**src/rtl/booth_pkg.sv**
```systemverilog
// Shared types and constants for the Booth multiplier scheduler.
// Holds the FSM state encoding and the requester-id width.
package booth_pkg;

    typedef enum logic [1:0] {
        IDLE = 2'd0,
        RUN  = 2'd1,
        DONE = 2'd2
    } state_t;

    localparam int ID_W = 1;

endpackage

```
**src/rtl/booth_step.sv**
```systemverilog
// One radix-2 Booth iteration: conditional add of A or S, then arithmetic shift right.
// Purely combinational; the caller owns the P register.
module booth_step #(
    parameter int W = 10
) (
    input  logic [W-1:0] p,
    input  logic [W-1:0] a,
    input  logic [W-1:0] s,
    output logic [W-1:0] p_next
);

    logic signed [W-1:0] sum;

    always_comb begin
        sum = p;
        case (p[1:0])
            2'b01:   sum = p + a;
            2'b10:   sum = p + s;
            default: sum = p;
        endcase
        p_next = sum >>> 1;
    end

endmodule

```
**src/rtl/booth_mult_scheduler.sv**
```systemverilog
// Two-requester round-robin front end around a sequential radix-2 Booth multiplier.
// One operation in flight; the product is held in DONE until the consumer takes it.
module booth_mult_scheduler
    import booth_pkg::*;
#(
    parameter int NUM_BITS = 4
) (
    input  logic                  clk,
    input  logic                  rst,
    input  logic                  req0_valid,
    output logic                  req0_ready,
    input  logic [NUM_BITS-1:0]   req0_m,
    input  logic [NUM_BITS-1:0]   req0_r,
    input  logic                  req1_valid,
    output logic                  req1_ready,
    input  logic [NUM_BITS-1:0]   req1_m,
    input  logic [NUM_BITS-1:0]   req1_r,
    output logic                  resp_valid,
    input  logic                  resp_ready,
    output logic [ID_W-1:0]       resp_id,
    output logic [2*NUM_BITS-1:0] resp_p
);

    // P carries two guard bits so that -m stays representable for the most negative m
    localparam int PW = 2*NUM_BITS + 2;
    localparam int CW = $clog2(NUM_BITS + 1);

    state_t              state;
    logic                prio;
    logic [ID_W-1:0]     id;
    logic [CW-1:0]       cnt;
    logic [PW-1:0]       a;
    logic [PW-1:0]       s;
    logic [PW-1:0]       p;
    logic [PW-1:0]       p_next;

    logic                gnt_any;
    logic                gnt_id;
    logic                hs;
    logic [NUM_BITS-1:0] sel_m;
    logic [NUM_BITS-1:0] sel_r;
    logic [NUM_BITS:0]   m_ext;
    logic [NUM_BITS:0]   m_neg;

    // Arbitration: a lone requester always wins; on contention the one not granted last wins
    always_comb begin
        gnt_any = 1'b0;
        gnt_id  = prio;
        if (state == IDLE && !rst) begin
            gnt_any = req0_valid | req1_valid;
            if (req0_valid && req1_valid)
                gnt_id = prio;
            else if (req1_valid)
                gnt_id = 1'b1;
            else
                gnt_id = 1'b0;
        end
    end

    assign req0_ready = gnt_any && !gnt_id;
    assign req1_ready = gnt_any &&  gnt_id;
    assign hs         = req0_ready | req1_ready;

    assign sel_m = gnt_id ? req1_m : req0_m;
    assign sel_r = gnt_id ? req1_r : req0_r;
    assign m_ext = {sel_m[NUM_BITS-1], sel_m};
    assign m_neg = -m_ext;

    booth_step #(
        .W (PW)
    ) u_step (
        .p      (p),
        .a      (a),
        .s      (s),
        .p_next (p_next)
    );

    always_ff @(posedge clk or posedge rst) begin
        if (rst) begin
            state      <= IDLE;
            cnt        <= '0;
            prio       <= 1'b0;
            id         <= '0;
            a          <= '0;
            s          <= '0;
            p          <= '0;
            resp_valid <= 1'b0;
            resp_p     <= '0;
            resp_id    <= '0;
        end else begin
            case (state)
                IDLE: begin
                    if (hs) begin
                        a     <= {m_ext, {(NUM_BITS+1){1'b0}}};
                        s     <= {m_neg, {(NUM_BITS+1){1'b0}}};
                        p     <= {{(NUM_BITS+1){1'b0}}, sel_r, 1'b0};
                        id    <= gnt_id;
                        prio  <= ~gnt_id;
                        cnt   <= '0;
                        state <= RUN;
                    end
                end
                RUN: begin
                    // Extra cycle after the last step registers the result, giving NUM_BITS+1 latency
                    if (cnt == CW'(NUM_BITS)) begin
                        resp_valid <= 1'b1;
                        resp_p     <= p[2*NUM_BITS:1];
                        resp_id    <= id;
                        state      <= DONE;
                    end else begin
                        p   <= p_next;
                        cnt <= cnt + 1'b1;
                    end
                end
                DONE: begin
                    if (resp_ready) begin
                        resp_valid <= 1'b0;
                        state      <= IDLE;
                    end
                end
                default: state <= IDLE;
            endcase
        end
    end

endmodule

```
**config.mk**
```make
export PLATFORM = sky130hd
export DESIGN_NAME = booth_mult_scheduler
export DESIGN_NICKNAME = d
export VERILOG_FILES = /design/src/rtl/booth_pkg.sv /design/src/rtl/booth_step.sv /design/src/rtl/booth_mult_scheduler.sv
export SDC_FILE = /design/constraint.sdc
export NUM_CORES = 1
export LEC_CHECK = 0
export CAP_MARGIN = 10
export CORE_UTILIZATION = 25
export CTS_BUF_LIST = sky130_fd_sc_hd__clkbuf_4 sky130_fd_sc_hd__clkbuf_8 sky130_fd_sc_hd__clkbuf_16
export DETAILED_ROUTE_END_ITERATION = 7
export PLACE_DENSITY = 0.41
export SLEW_MARGIN = 10
export SYNTH_ARGS = -nofsm -noshare
export SYNTH_HDL_FRONTEND = slang
export SYNTH_HIERARCHICAL = 1
export SYNTH_SLANG_ARGS = --single-unit
```
**constraint.sdc**
```tcl
create_clock -name clk -period 6.3 [get_ports clk]
set_input_delay 1.89 -clock clk [delete_from_list [all_inputs] [get_ports clk]]
set_output_delay 1.89 -clock clk [all_outputs]
set_load 0.02 [all_outputs]
```
==> metrics.md <==
| Metric | Value |
|---|---|
| Max Slew Vio Count | `0` |
| GR Overflow Total | `0` |
| Via count | `roughly 1900` |
| Reg power frac | `26.6%` |
| Synth Instances | `around 250` |
| Worst Max-Slew Pin Slew | `0.717 ns` |
| CP Cell Sequence | `clkdlybuf4s50_1, or4_4, o21ai_4, and2_1, clkdlybuf4s50_1` |
| CTS sink count | `35` |
| Maximum VDD drop | `about 0.00015 V` |
| Layout filler cell count | `just over 1000` |
| H-tree depth | `2` |
| R2R Path End | `p[8]$_DFFE_PP0P_` |
| Synthesized area per cell | `9.28 um2` |
| Final min period | `5.86 ns` |
| WP data arrival | `3.97 ns` |
| Worst Path Required | `4.41 ns` |
| Max cap viols | `0` |
| Final instance area | `2880 um2` |
| Final TNS setup | `0 ns` |
| Worst path most repeated cell | `clkdlybuf4s50_1` |
| CP peak stage delay | `0.60 ns` |
| Yosys cell types | `48` |
| Hold EP | `s[6]$_DFFE_PP0P_` |
| 1st-pass router iterations | `4` |
| RSZ-0062 raised after global routing | `false` |
| Clock transition at path regs | `0.07 ns` |
| Antenna violations before repair | `0` |
| Busiest grt layer | `met2` |
| Post-Route Skew | `0.00979 ns` |
| Layout Nets | `between 300 and 400` |
| Cell Int Power | `851 uW` |
| Crit-path slowest cell | `clkdlybuf4s50_1` |
| Diode count | `0` |
| P_leak | `1.26 nW` |
| Post-synth top area share | `37.2%` |
| Core footprint | `9200 um2` |
| DRC errors left | `0` |
| Worst hold path type | `flop to flop` |
| Clock power frac | `10.5%` |
| EDFF count, synth | `0` |
| Vias in the first global route | `1926` |
| Crit-path max FO | `14` |
| PortBufs | `32` |
| Sw power | `708 uW` |
| Die Area | `roughly 9800 um2` |
| GR Util met1 | `17.4%` |
| First-pass GRT wire length | `9.78 mm` |
| Combinational share of power | `a little over three fifths` |
| Async SR Flop Fraction | `100%` |
| Die Wd | `99.1 um` |
| Main synth FF type | `dfrtp_1` |
| Cts repair resizes | `0` |
| Min-Delay Startpoint | `s[6]$_DFFE_PP0P_` |
| Hold-fix buffers, CTS | `0` |
| Overall routed net length | `5.62 mm` |
| FMAX | `between 150 and 200 MHz` |
| Worst reg2reg setup slack | `3.31 ns` |
| Placement Cell Area | `about 2800 um2` |
| GR Layer Usage met2 | `20.7%` |
| Routability cong. | `0.756` |
| Area growth syn-to-layout | `22.1%` |
| Hold Fails Final Rpt | `0` |
| Initial drt markers | `64` |
| Area of the multi-input gates | `1400 um2` |
| Vias/cell | `between 4 and 5` |
| Largest net degree at the start of global routing | `25` |
| Row cnt | `35` |
| Crit. End Element | `output pin` |
| YS warnings | `6` |
| Sw frac | `45.4%` |
| Pre-CTS WS | `around 0.43 ns` |
| Root buf cell | `clkbuf_8` |
| Die height | `between 90 and 100 um` |
| Max Buffers Root-to-Sink | `2` |
| Final setup vio count | `0` |
| Sequential share of the synthesized area | `between 30% and 40%` |
| Total track usage | `12.8%` |
| Slew headroom | `52.1%` |
| Post-route ant nets | `0` |
| Top cells by area, synth | `dfrtp_1, mux2i_1, nand2_1` |
| R2R depth | `10` |
| Sequential cell area | `876 um2` |
| Worst Setup Start Kind | `primary input` |
| # Post-CTS Setup Buffers | `0` |
| Share of layout cells above drive strength 1 | `8.87%` |
| Hold path depth | `2` |
| Post-Syn Area | `2360 um2` |
| Reg2reg start | `p[1]$_DFFE_PP0P_` |
| Register bit total from synthesis | `35` |
| Most common cell after layout, fill and taps aside | `nand2_1` |
| DR WL/cell | `13.9 um` |
| Total CTS buffers | `5` |
| Io pins | `33` |
| Status | `completed` |
| Commonest non-fill, non-tap cells in the layout | `nand2_1, dfrtp_1, clkdlybuf4s50_1, mux2i_1, nor2_1` |
| Post-DP HPWL | `4.26 mm` |
| Power per cell area | `542 nW/um2` |
| Area leader, netlist | `dfrtp_1` |
| Initial Util | `25.6%` |
| Final worst setup slack | `0.444 ns` |
| Critical path class | `primary input to output pin` |
| Met3 GRT Util | `under 10%` |
| Tcrit/Tclk final | `92.9%` |
| Overall Power | `1.56 mW` |
| CTS tree | `yes` |
| Clock Latency Late Sink | `0.29 ns` |
| Hold_ws | `between 0.4 and 0.5 ns` |
==> cell type report <==
| type | count | area share (%) |
|---|---|---|
| multi-input cells | 206 | 48.8 |
| flip-flops and latches | 35 | 30.4 |
| repair buffers | 34 | 11.7 |
| well taps | 111 | 4.83 |
| clock buffers | 5 | 2.39 |
| inverters | 11 | 1.44 |
| clock inverters | 2 | 0.478 |
==> state kept, by name, summed over array words and instances, names as in the netlist <==
signal,flops
state,2
resp_id,1
p,10
cnt,3
resp_p,8
resp_valid,1
id,1
a,3
s,5
prio,1
==> cells by family (layout without fill, tap and decap cells) <==
family | after synthesis | after routing | share of synthesized area (%)
muxes | 35 | 35 | 16.0
DFF | 35 | 35 | 37.2
AOI/OAI and AO/OA | 53 | 53 | 14.8
and+or+nand+nor | 88 | 88 | 17.5
adders and majority gates | 12 | 12 | 6.69
xor gates and xnor gates | 8 | 8 | 2.97
buffers and inverters | 22 | 52 | 4.73
other | 1 | 10 | 0.159
==> worst max-delay path by stage <==
stage | cells past startpoint | slack [ns] | to | startpoint
finish | 5 | 0.44 | req0_ready | rst
CTS | 5 | 0.43 | req0_ready | rst
floorplan | 4 | 1.47 | req1_ready | rst
global route | 5 | 0.36 | req1_ready | rst
detailed placement | 5 | 0.43 | req0_ready | rst
global placement | 5 | 0.47 | req0_ready | rst
==> through the flow <==
step,std cells,utilization (%)
6_report,404,31.3
3_3_place_gp,397,30.4
4_1_cts,404,31.3
3_5_place_dp,397,30.4
2_1_floorplan,263,-
5_1_grt,404,31.3
==> cell usage after synthesis, drive strengths merged (3+ instances only) <==
master / count
o21a: 4
buf: 4
nand2b: 7
nand3: 9
inv: 11
o31ai: 4
ha: 11
nor2: 14
a21oi: 11
o21ai: 19
dfrtp: 35
or2: 3
clkbuf: 7
o211ai: 3
nand2: 37
xnor2: 3
nor3: 6
and2: 3
xor2: 5
mux2i: 17
mux2: 18
==> power groups by stage <==
stage,logic [mW],clock network [mW],registers (mW)
2_1_floorplan,0.747,0,0.431
3_3_place_gp,0.975,0,0.420
3_5_place_dp,0.977,0,0.422
4_1_cts,0.982,0.172,0.418
5_1_grt,1.11,0.183,0.433
6_report,0.980,0.164,0.414
==> routing by layer <==
layer	share of wire, %	vias to the layer above
met3	2.6	5
li1	-	970
met1	52	876
met2	44	28
met5	0	-
met4	1.2	0
==> worst max-delay path: cells and delay by family <==
family                 cells  cell delay (ns)
AOI/OAI and AO/OA          1             0.25
buffers and inverters      2             1.08
and+or+nand+nor            2             0.74
(Power assumes the default switching activity.)
